$ cat config.mk
export PLATFORM = sky130hd
export DESIGN_NAME = if_fetch_queue
export DESIGN_NICKNAME = d
export VERILOG_FILES = /design/src/rtl/if_fetch_queue.sv
export SDC_FILE = /design/constraint.sdc
export NUM_CORES = 1
export LEC_CHECK = 0
export BUFFER_PORTS_ARGS = -buffer_cell sky130_fd_sc_hd__buf_2
export CAP_MARGIN = 25
export CORE_MARGIN = 1
export CORE_UTILIZATION = 57
export CTS_BUF_LIST = sky130_fd_sc_hd__clkbuf_4 sky130_fd_sc_hd__clkbuf_8 sky130_fd_sc_hd__clkbuf_16
export DETAILED_ROUTE_END_ITERATION = 10
export GPL_ROUTABILITY_DRIVEN = 0
export PLACE_DENSITY_LB_ADDON = 0.25
export SYNTH_ARGS = -nofsm -noshare
export SYNTH_HDL_FRONTEND = slang
export SYNTH_SLANG_ARGS = --single-unit
$ cat constraint.sdc
create_clock -name clk -period 6.9 [get_ports clk]
set_input_delay 0.69 -clock clk [delete_from_list [all_inputs] [get_ports clk]]
set_output_delay 0.69 -clock clk [all_outputs]
set_load 0.05 [all_outputs]
$ cat src/rtl/if_fetch_queue.sv
// IF-stage fetch queue: accepts PCs from PREIF, issues in-order I-bus requests,
// and hands completed {pc, instr, except} entries to ID in program order.
module if_fetch_queue #(
    parameter int DEPTH = 4,
    parameter int XLEN  = 32,
    parameter int EXC_W = 32
) (
    input  logic             clk,
    input  logic             rst,
    input  logic             flush,
    input  logic             preif_valid,
    output logic             preif_ready,
    input  logic [XLEN-1:0]  preif_pc,
    input  logic [EXC_W-1:0] preif_except,
    output logic             ibus_req,
    output logic [XLEN-1:0]  ibus_addr,
    input  logic             ibus_addr_ok,
    input  logic             ibus_data_ok,
    input  logic [XLEN-1:0]  ibus_rdata,
    output logic             id_valid,
    input  logic             id_ready,
    output logic [XLEN-1:0]  id_pc,
    output logic [XLEN-1:0]  id_instr,
    output logic [EXC_W-1:0] id_except
);

    localparam int PW = $clog2(DEPTH);
    localparam int CW = $clog2(DEPTH + 1);

    typedef logic [PW-1:0] ptr_t;
    typedef logic [CW-1:0] cnt_t;

    localparam ptr_t PTR_ONE = ptr_t'(1);
    localparam cnt_t CNT_ONE = cnt_t'(1);
    localparam cnt_t CNT_MAX = cnt_t'(DEPTH);

    logic [DEPTH-1:0] valid_reg;
    logic [DEPTH-1:0] done_reg;
    logic [XLEN-1:0]  pc_reg     [DEPTH];
    logic [XLEN-1:0]  instr_reg  [DEPTH];
    logic [EXC_W-1:0] except_reg [DEPTH];

    ptr_t head_reg, head_next;
    ptr_t alloc_reg, alloc_next;
    ptr_t resp_reg, resp_next;
    cnt_t count_reg, count_next;
    cnt_t inflight_reg, inflight_next;
    cnt_t drop_cnt_reg, drop_cnt_next;

    logic          full;
    logic          is_exc;
    logic          room;
    logic          cap_ok;
    logic [CW:0]   outstanding;
    logic          push_normal;
    logic          push_exc;
    logic          push;
    logic          pop;
    logic          fill;
    logic          drop_dec;

    logic [DEPTH-1:0] push_sel;
    logic [DEPTH-1:0] fill_sel;
    logic [DEPTH-1:0] pop_sel;

    assign full        = (count_reg == CNT_MAX);
    assign is_exc      = |preif_except;
    assign room        = preif_valid & ~full & ~flush & ~rst;
    // Stale responses still occupy the bus, so they count against the cap.
    assign outstanding = {1'b0, inflight_reg} + {1'b0, drop_cnt_reg};
    assign cap_ok      = (outstanding < {1'b0, CNT_MAX});

    assign ibus_req    = room & ~is_exc & cap_ok;
    assign ibus_addr   = preif_pc;
    assign push_normal = ibus_req & ibus_addr_ok;
    assign push_exc    = room & is_exc & (inflight_reg == '0);
    assign push        = push_normal | push_exc;
    assign preif_ready = push;

    assign id_valid  = ~rst & valid_reg[head_reg] & done_reg[head_reg];
    assign id_pc     = pc_reg[head_reg];
    assign id_instr  = instr_reg[head_reg];
    assign id_except = except_reg[head_reg];

    assign pop      = id_valid & id_ready & ~flush;
    assign drop_dec = ibus_data_ok & (drop_cnt_reg != '0);
    // A response with nothing outstanding is a protocol error and is ignored.
    assign fill     = ibus_data_ok & ~flush & (drop_cnt_reg == '0) & (inflight_reg != '0);

    for (genvar gi = 0; gi < DEPTH; gi++) begin : g_sel
        assign push_sel[gi] = push & (alloc_reg == ptr_t'(gi));
        assign fill_sel[gi] = fill & (resp_reg  == ptr_t'(gi));
        assign pop_sel[gi]  = pop  & (head_reg  == ptr_t'(gi));
    end

    always_comb begin
        head_next     = head_reg;
        alloc_next    = alloc_reg;
        resp_next     = resp_reg;
        count_next    = count_reg;
        inflight_next = inflight_reg;
        drop_cnt_next = drop_cnt_reg;
        if (flush) begin
            head_next     = '0;
            alloc_next    = '0;
            resp_next     = '0;
            count_next    = '0;
            inflight_next = '0;
            if (ibus_data_ok && (drop_cnt_reg != '0 || inflight_reg != '0)) begin
                drop_cnt_next = drop_cnt_reg + inflight_reg - CNT_ONE;
            end else begin
                drop_cnt_next = drop_cnt_reg + inflight_reg;
            end
        end else begin
            if (push) begin
                alloc_next = alloc_reg + PTR_ONE;
            end
            // Exception entries are born complete, so resp must skip over them.
            if ((push_exc && resp_reg == alloc_reg) || fill) begin
                resp_next = resp_reg + PTR_ONE;
            end
            if (pop) begin
                head_next = head_reg + PTR_ONE;
            end
            case ({push, pop})
                2'b10:   count_next = count_reg + CNT_ONE;
                2'b01:   count_next = count_reg - CNT_ONE;
                default: count_next = count_reg;
            endcase
            case ({push_normal, fill})
                2'b10:   inflight_next = inflight_reg + CNT_ONE;
                2'b01:   inflight_next = inflight_reg - CNT_ONE;
                default: inflight_next = inflight_reg;
            endcase
            if (drop_dec) begin
                drop_cnt_next = drop_cnt_reg - CNT_ONE;
            end
        end
    end

    always_ff @(posedge clk) begin
        if (rst) begin
            head_reg     <= '0;
            alloc_reg    <= '0;
            resp_reg     <= '0;
            count_reg    <= '0;
            inflight_reg <= '0;
            drop_cnt_reg <= '0;
        end else begin
            head_reg     <= head_next;
            alloc_reg    <= alloc_next;
            resp_reg     <= resp_next;
            count_reg    <= count_next;
            inflight_reg <= inflight_next;
            drop_cnt_reg <= drop_cnt_next;
        end
    end

    always_ff @(posedge clk) begin
        if (rst || flush) begin
            valid_reg <= '0;
            done_reg  <= '0;
        end else begin
            for (int i = 0; i < DEPTH; i++) begin
                if (push_sel[i]) begin
                    valid_reg[i] <= 1'b1;
                    done_reg[i]  <= push_exc;
                end else if (fill_sel[i]) begin
                    done_reg[i]  <= 1'b1;
                end else if (pop_sel[i]) begin
                    valid_reg[i] <= 1'b0;
                    done_reg[i]  <= 1'b0;
                end
            end
        end
    end

    // Payload storage needs no reset: valid/done gate every use of it.
    always_ff @(posedge clk) begin
        for (int i = 0; i < DEPTH; i++) begin
            if (push_sel[i]) begin
                pc_reg[i]     <= preif_pc;
                except_reg[i] <= preif_except;
                instr_reg[i]  <= '0;
            end else if (fill_sel[i]) begin
                instr_reg[i]  <= ibus_rdata;
            end
        end
    end

endmodule

### Word-level counts from Yosys, hierarchy flattened

Memories as Yosys holds them, arrays and structs flattened. A register that Yosys moved wholly into a read port is not among the register bits.
Cells that the tools add are included.
Widths: inputs -> output; s select.

| word-level totals | value |
|---|---|
| register bits | 23 |
| bits in latches | 0 |
| bits in writable memories | 384 |
| ROM bits | 0 |
| output and inout port bits | 131 |
| memories kept | 3 |

| cells by class | value |
|---|---|
| add/sub/neg operators | 11 |
| multiply operators | 0 |
| div/mod/pow operators | 0 |
| order comparisons | 2 |
| equality and inequality tests | 19 |
| shift-type cells | 0 |
| multiplexer cells | 77 |
| bitwise operators | 37 |
| reductions and logical operators | 35 |

Memory list:

| memory | words | width | rd ports | clocked after Yosys merged registers in | wr ports | line | RTL |
|---|---|---|---|---|---|---|---|
| except_reg | 4 | 32 | 1 | 1 | 1 | 41 | `logic [EXC_W-1:0] except_reg [DEPTH];` |
| instr_reg | 4 | 32 | 1 | 1 | 4 | 40 | `logic [XLEN-1:0] instr_reg [DEPTH];` |
| pc_reg | 4 | 32 | 1 | 1 | 1 | 39 | `logic [XLEN-1:0] pc_reg [DEPTH];` |

Operators with widths:

| kind | count |
|---|---|
| $mux 32 | 10 |
| $reduce_or 32->1 | 7 |
| $mux 1 | 48 |
| $and 1x1->1 | 28 |
| $mux 2 | 12 |
| $reduce_bool 3->1 | 6 |
| $eq 2x2->1 const B | 8 |
| $reduce_bool 2->1 | 7 |
| $pmux 3 s2 | 2 |
| $sub 3x1->3 const B | 4 |
| $eq 2x1->1 const B | 5 |
| $mux 3 | 3 |
| $ne 2x2->1 const B | 4 |
| $reduce_and 2->1 | 4 |
| $add 2x1->2 const B | 3 |
| $add 3x1->3 const B | 2 |
| $logic_not 2->1 | 3 |
| $logic_not 3->1 | 2 |
| $or 1x1->1 | 5 |
| $add 3x3->4 | 1 |
| $bmux 1 s2 | 2 |
| $lt 4x3->1 const B | 1 |
| $not 1->1 | 4 |
| $add 3x3->3 | 1 |
| other kinds (6) | 9 |

### Depth between registers and ports, before layout

Gate-level depths: netlist of the first run.

| logic depth | value |
|---|---|
| word-level depth | 16 |
| gate-level depth with buffers | 13 |
| depth with buffers taken out | 12 |

### Least setup slack after synthesis of the first run

OpenSTA, ideal clock, no wires.

| path | value |
|---|---|
| path kind | register -> register |
| from | register inflight_reg[0] |
| to | memory except_reg[0][0] (enable) |
| library setup time | 0.486 ns |
| arrival time | 4.613 ns |
| required time | 6.414 ns |
| slack | 1.800 ns |
| cell stages (with the launch flop) | 9 |
| path buffers | 1 |
| period minus slack after synthesis | 5.100 ns |
| cell sequence | dfxtp_1 > ha_1 > fa_1 > or2_2 > o21a_1 > nor4_4 > buf_6 > nor2_4 > nor2_1 |

RTL lines:

| what | line | RTL |
|---|---|---|
| start: declaration | 47 | `cnt_t inflight_reg, inflight_next;` |
| start signal: assignment | 154 | `inflight_reg <= inflight_next;` |
| $add 3x3->4 | 70 | `assign outstanding = {1'b0, inflight_reg} + {1'b0, drop_cnt_reg};` |
| $lt 4x3->1 | 71 | `assign cap_ok = (outstanding < {1'b0, CNT_MAX});` |
| $and 1x1->1 | 73 | `assign ibus_req = room & ~is_exc & cap_ok;` |
| $and 1x1->1 | 75 | `assign push_normal = ibus_req & ibus_addr_ok;` |
| $or 1x1->1 (*) | 77 | `assign push = push_normal \| push_exc;` |
| $and 1x1->1 (*) | 91 | `assign push_sel[gi] = push & (alloc_reg == ptr_t'(gi));` |
| named net push_sel[0] | 62 | `logic [DEPTH-1:0] push_sel;` |
| $mux 1 (*) | 181 | `if (push_sel[i]) begin` |
| $mux 1 (not written as such) (*) | 183 | `except_reg[i] <= preif_except;` |
| $mux 1 (no line) (*) (3 in a row) | -- |  |
| end: declaration | 41 |  |

Mark *: on every way through the listed nets, which the timed path passes. The rest lies on a longest branch.

### Worst setup path after layout of the first run

| path | value |
|---|---|
| from | register inflight_reg[0] |
| to | output preif_ready |

| between the ends | value |
|---|---|
| longest elaborated chain between the ends | 5 |

Ends and longest elaborated chain:

| what | line | RTL |
|---|---|---|
| $add 3x3->4 | 70 |  |
| $lt 4x3->1 | 71 |  |
| $and 1x1->1 | 73 |  |
| $and 1x1->1 | 75 |  |
| $or 1x1->1 (*) | 77 |  |
| end: declaration | 12 | `output logic preif_ready,` |

Mark *: on every way between the ends. The rest lies on a longest branch, timed or not.

==> run summary, run 1 <==
The logs give 1521 for the final instance count without filler cells and 3.20 ns for the setup slack on the worst flop-to-flop path. In the synthesized netlist, the number of instances is 883. In this run, synthesis produced a sequential element count of 409. The root buffer selected by CTS was clkbuf_16. For this run, asynchronously set or reset flops after synthesis account for 0%. After layout, the worst path uses 53.79% of the clock period. Buffers added to address setup during post-CTS repair amount to 0. Counting the fill cells in the layout gives 1970.

The worst stage delay on the critical path works out to 0.38 ns. The area occupied by registers was 12040 um2; the die extent in x was 173.5 um. Traced cell by cell, the critical path runs through ha_1 -> fa_1 -> or2_2 -> o21a_1 -> nor4_4 -> buf_6 -> nor2_4 -> inv_2 -> buf_2. The power per standard cell area came out at 265.8 nW/um2. The global-route usage over all layers was 22.30%. Number of detailed-route iterations in the first pass: 5. TritonCTS built the clock tree.

The reported leakage power is 6.784 nW. The actual transition at the worst max-transition pin works out to 0.9835 ns. After detailed routing, the number of remaining DRC violations is 0. At the end of the flow, the number of nets in the layout was 1230. For this run, the top clock speed supported by timing is 269.4 MHz. During placement, the flow inserted port buffers numbering 233.

The type of the tightest min-delay check is in -> reg. The height of the die works out to 173.5 um. The logs give 0 for the count of final max-slew check failures and 20150 um for the placed wire-length estimate. The largest fanout on the critical path was 11. The logic depth of the worst register-to-register path is 9, and the global-route wire length before repair is 50730 um.

The worst hold slack was 0.3879 ns. The number of warnings reported in the yosys synthesis log is 0, and the post-route setup TNS is 0 ns. For the violation count after the first detailed-route iteration, the log shows 731. The tools report the final design utilization as 67.60%. In the final layout, the multi-input gates occupy 4260 um2.

STA puts the critical path data required time at 6.21 ns. The tools report the maximum buffer depth of the clock tree as 3. The number of buffers created by CTS is 42. CTS saw 409 sinks. Average detailed-routed wire length per instance: 21.70 um.

The number of global-route vias before repair was 8798. The first element of the critical path was inflight_reg[0]. The total number of placement rows was 62; the worst supply voltage drop on vdd was 170.8 uV.

For the worst-skew pair, the clock arrives at the later sink with an insertion delay of 0.53 ns. The critical path in this run is classified as reg -> out. The kind of capture point of the worst setup path is an output pin. Wire length reported by the detailed router: 33000 um.

For the cell count after placement, the log shows 1443. Setup repair after global routing left no endpoint under its margin. The startpoint identified for the worst register-to-register timing path is inflight_reg[0]. The flow ran to the end, and the final reports show no timing, DRC or antenna violations.

The number of buffers inserted for hold repair after clock tree synthesis was 0; the initial antenna violation count was 4. The final global-route overflow total was 0; the synthesis-to-finish area growth was 16.31%. Sequential cells were found to cover 71.73% of the synthesized design area. The minimum period implied by the final worst setup slack is 3.712 ns, and the number of I/O pins is 234. Of the cells placed in the final design, the portion with a size suffix greater than 1 is 39.30%.

The final route contains 8604 vias. Across the routed clock network, the largest skew measured is 0.01855 ns. The number of failing hold endpoints at the final stage was 0. STA puts the critical path data arrival time at 3.02 ns. In this run, post-CTS repair resized a total of 0 instances. The most common flop cell mapped by yosys is edfxtp_1. The slowest stage of the critical path is the fa_1 cell. In this run the critical register-to-register path is captured at pc_reg[1][4].

After detailed routing, the number of vias per cell comes to 5.657. In the layout the commonest cells are edfxtp_1 (384), buf_2 (233), and2_1 (125). Across the run, the number of max-cap violations was 0. For this configuration, the core starts out at a cell density of 58.12%.

The most frequent standard cell in the layout excluding fill and tap cells is edfxtp_1. The floorplan core area was 28860 um2; the average instance area after synthesis was 18.99 um2. The tools report the timing endpoint of the critical path as preif_ready.

Entering global routing, the biggest net connects 65 pins. Setup violations remaining at the end of the flow were counted as 0. The post-CTS clock slew at the launch and capture registers of the worst setup and hold paths is 0.06 ns.

The worst pin sits at a relative slew slack of 34.44%. The distinct cell type count of the synthesized netlist was 54; the number of flops mapped to enable cells by yosys was 384. The detail route stage leaves a number of antenna-violating nets equal to 0.

The number of nets handed over by synthesis was 1009. The startpoint kind of the worst setup timing path is a register. The die covers 30110 um2. The run gives 2 as the total number of H-tree levels. The summed instance area of the synthesized netlist was 16770 um2.
[worst min path at each step]
stage / endpoint / from / slack, ns / depth (start not counted)
3_5_place_dp: count_reg[2] / count_reg[2] / 0.48 / 2
6_report: pc_reg[2][20] / preif_pc[20] / 0.39 / 1
4_1_cts: pc_reg[3][26] / preif_pc[26] / 0.37 / 1
5_1_grt: pc_reg[2][21] / preif_pc[21] / 0.37 / 1
3_3_place_gp: count_reg[2] / count_reg[2] / 0.46 / 2
2_1_floorplan: count_reg[2] / count_reg[2] / 0.45 / 2
[cells by family (layout without fill, tap and decap cells)]
logic type      Yosys count  count (layout)  synth area share (%)
fa+ha+maj                23              23                 1.850
simple gates            201             201                 7.318
other cells               0               2                     0
mux                     101             101                 13.26
xor+xnor                 11              11                0.5744
buf+inv                  95             347                 3.290
flops                   409             409                 71.73
compound gates           43              43                 1.969
[where the power goes]
group          switching, mW  internal [mW]  total, mW
Combinational          0.195         0.0798      0.275
Sequential           0.00985           2.73       2.74
Clock                  0.888           1.28       2.17
[synthesized netlist by cell type, types with 2 or more instances]
cell | n | area share, %
nand4_1 | 4 | 0.15
o21ai_0 | 7 | 0.21
nor3_1 | 2 | 0.060
or3_1 | 2 | 0.075
a22oi_1 | 3 | 0.13
and2_2 | 2 | 0.089
nor2_1 | 16 | 0.36
a21oi_4 | 2 | 0.19
fa_1 | 3 | 0.36
buf_6 | 7 | 0.47
nand3_1 | 5 | 0.15
xor2_1 | 4 | 0.21
nor4_1 | 5 | 0.19
dfxtp_1 | 25 | 3.0
edfxtp_1 | 384 | 69
a21oi_2 | 3 | 0.16
nor4_2 | 4 | 0.30
nand2_1 | 24 | 0.54
a32o_1 | 3 | 0.18
mux4_2 | 97 | 13
and2_1 | 125 | 4.7
a211oi_1 | 2 | 0.089
mux2i_1 | 4 | 0.24
a21oi_1 | 9 | 0.27
inv_1 | 23 | 0.51
xnor2_1 | 7 | 0.37
buf_2 | 12 | 0.36
buf_4 | 32 | 1.4
or2_2 | 2 | 0.075
ha_1 | 20 | 1.5
clkbuf_2 | 6 | 0.18
a311o_1 | 5 | 0.30
clkbuf_1 | 13 | 0.29
[critical path, delay by kind of cell, from the launching register on]
kind            cells  cell delay, ns
compound gates      1            0.15
fa+ha+maj           2            0.62
buf+inv             3            0.70
flops               1            0.35
simple gates        3            0.69
[layout make-up]
| class | instances | area share, % |
|---|---|---|
| tap | 384 | 2.463 |
| inverter | 24 | 0.4618 |
| sequential | 409 | 61.71 |
| timing repair buffer | 248 | 6.638 |
| clock inverter | 17 | 0.7632 |
| clock buffer | 58 | 6.099 |
| multi-input combinational | 379 | 21.84 |
| antenna | 2 | 0.02565 |
[through the flow]
| step | power (mW) | worst slack, ns | cell area, um2 |
|---|---|---|---|
| after floorplan | 2.974 | 1.800 | 16770 |
| after global placement | 3.061 | 2.290 | 18130 |
| after detailed placement | 3.067 | 2.226 | 18150 |
| after CTS | 5.222 | 2.587 | 19490 |
| after global routing | 5.338 | 3.021 | 19510 |
| final | 5.186 | 3.189 | 19510 |
[layer usage]
metal / routed length (um) / track usage (%)
met4: 456 / 5.605
met3: 2126 / 4.079
met5: 45 / 0
met2: 16320 / 36.56
met1: 14060 / 31.36
No activity file was read; power rests on OpenSTA's default activity.
==> inputs of run 2 (changes only) <==
- CORE_UTILIZATION: 57 -> 52
- clock period: 6.9 -> 3.3 ns (I/O delays scaled with it)
==> run summary, run 2 (synthesis gave the netlist of run 1 again) <==
The run finished with clean final reports. The power per standard cell area works out to 556.1 nW/um2. In this run the critical register-to-register path is launched from inflight_reg[0].

The post-CTS clock slew at the launch and capture registers of the worst setup and hold paths was 0.06 ns. In the routed design, unresolved DRC markers number 0. The run gives 0.1779 ns as the setup slack at placement.

The analysis attributes to cell leakage a power of 6.888 nW. The minimum period implied by the final worst setup slack came out at 3.138 ns. Once layout is complete, the utilization of the core stands at 62.59%. The worst supply voltage drop on vdd was 299.3 uV; the ratio of final minimum period to clock period was 95.10%. STA classifies the critical path endpoint as an output pin. The logs give 0 for the number of nets with antenna violations after detailed routing and 2.81 ns for the worst path arrival time.

The die covers 32980 um2. Data on the critical path is required at its endpoint by 2.97 ns. The count of final max-slew check failures is 0, and the number of buffers created by CTS is 43. The routed design has 32990 um of wire. The area occupied by registers is 12040 um2. After the last flow step, the layout net total stands at 1240. From synthesis to final layout, the design area changed by 18.07%.

Once detailed placement completed, the half-perimeter wirelength came to 20690 um. Global-route wire length before repair: 50490 um. Leaving out fill and tap cells, the most frequent cells in the layout are edfxtp_1 (384), buf_2 (232), and2_1 (125).

The completed layout was analyzed and its total power is 11.01 mW. The multi-input gate area in the final layout was 4245 um2. The tools report the number of global-route vias before repair as 8857.

The run gives 0 as the number of maximum-capacitance constraint violations. The top layer reached by signal wires is met5. Via count: 8667. The startpoint kind of the worst setup timing path is a register.

Setup violations remaining at the end of the flow were counted as 0. Number of failing hold endpoints at the final stage: 0. The fraction of layout instances using a drive strength above 1 is 39.98%, and the largest fanout on the critical path is 5.

The worst register-to-register path has a setup slack of 0.18 ns. The remaining max-slew budget at the tightest pin is 39.70%. The critical path is of the reg -> out type. Global routing used 20.38% of the available tracks across all layers.

The endpoint identified for the worst register-to-register timing path is pc_reg[1][6]. The worst register-to-register path has a depth of 10. The average detailed-routed wire length per instance came out at 21.29 um. The most frequent standard cell in the layout excluding fill and tap cells is edfxtp_1. The number of I/O pins is 234, and the die extent in x is 181.6 um. The violation count after the first detailed-route iteration was 654; the floorplan core area was 31640 um2. The pin count of the biggest net entering global routing is 53, and the antenna diode count is 0. The logs give 2251 for the number of filler instances in the final layout and 0.01423 ns for the worst clock skew. The clock reaches the later pin of the worst-skew pair after 0.53 ns. The height of the die came out at 181.6 um. For the initial cell density of the core, the log shows 53.02%. The actual transition at the worst max-transition pin is 0.9025 ns. The run gives 2 as the initial antenna violation count. The tools report the first element of the critical path as inflight_reg[0].

The floorplan has 65 rows. The logs give 2 for the total number of H-tree levels and 0.1616 ns for the final worst slack. In the final timing run, aggregate negative setup slack is 0 ns.

Based on the critical path, the design can be clocked at up to 318.6 MHz. The number of detailed-route iterations in the first pass is 5, and the met1 layer wirelength in the final routing is 14080 um. In the routed layout, each cell is associated on average with a via count of 5.592. The root buffer selected by CTS was clkbuf_16. The number of hold buffers added after CTS was 0. TritonCTS built the clock tree. The clock net in this run drives a total of 409 sinks.

The met2 routed wirelength came out at 16170 um. The count of buffers inserted at the top-level ports was 233. The maximum buffer depth of the clock tree was 3. The tools report the timing endpoint of the critical path as preif_ready. The total overflow left after global routing is 0.

The path class of the tightest hold or removal check is in -> reg. Wire segments on met3 add up to 2001 um in the final route.
-- run 2: metrics by stage --
| stage | area (um2) | instances | hold slack [ns] |
|---|---|---|---|
| 2_1_floorplan | 16800 | 883 | 0.3991 |
| 3_3_place_gp | 18380 | 1469 | 0.4724 |
| 3_5_place_dp | 18380 | 1469 | 0.4882 |
| 4_1_cts | 19780 | 1548 | 0.003117 |
| 5_1_grt | 19800 | 1550 | 0.01361 |
| 6_report | 19800 | 1550 | 0.02649 |
-- run 2: cell type report --
type / instances / share of cell area [%]
multi-input cells: 379 / 21.44
flip-flops and latches: 409 / 60.79
well taps: 402 / 2.540
clock buffers: 58 / 6.091
inverters: 24 / 0.4865
repair buffers: 257 / 7.670
clock inverters: 21 / 0.9793
-- run 2: worst min-delay path by stage --
stage	startpoint	end	slack, ns	depth (start not counted)
2_1_floorplan	rst	drop_cnt_reg[1]	0.40	1
3_3_place_gp	count_reg[2]	count_reg[2]	0.47	2
3_5_place_dp	valid_reg[2]	valid_reg[2]	0.49	1
4_1_cts	preif_pc[27]	pc_reg[0][27]	0.003	1
5_1_grt	preif_pc[28]	pc_reg[0][28]	0.01	1
6_report	preif_pc[27]	pc_reg[1][27]	0.03	1
-- run 2: what timing repair did --
action / CTS / global route
gates cloned: 0 / 0
setup buffers: 0 / 2
setup endpoints to repair: 1 / 1
resized for setup: 1 / 3
pin swaps: 0 / 1
-- run 2: metal layers --
metal  GRT usage [%]  vias up
met5               0        -
met4           5.593        4
met3           3.490       60
met2           33.69      316
met1           28.21     4396
li1                -     3891
-- run 2: worst max-delay path, cell delays in order (launching register included) --
cell,delay [ns]
dfxtp_1,0.35
ha_1,0.24
fa_1,0.39
or2_2,0.29
o21a_1,0.15
nor4_4,0.30
nor2_4,0.12
buf_6,0.17
inv_4,0.10
buf_6,0.16
-- run 2: power by group --
group	switching, mW	total (mW)	internal, mW	leakage (nW)
combinational	0.408	0.581	0.173	2.42
sequential	0.0211	5.73	5.70	3.76
clock	1.89	4.70	2.81	0.706
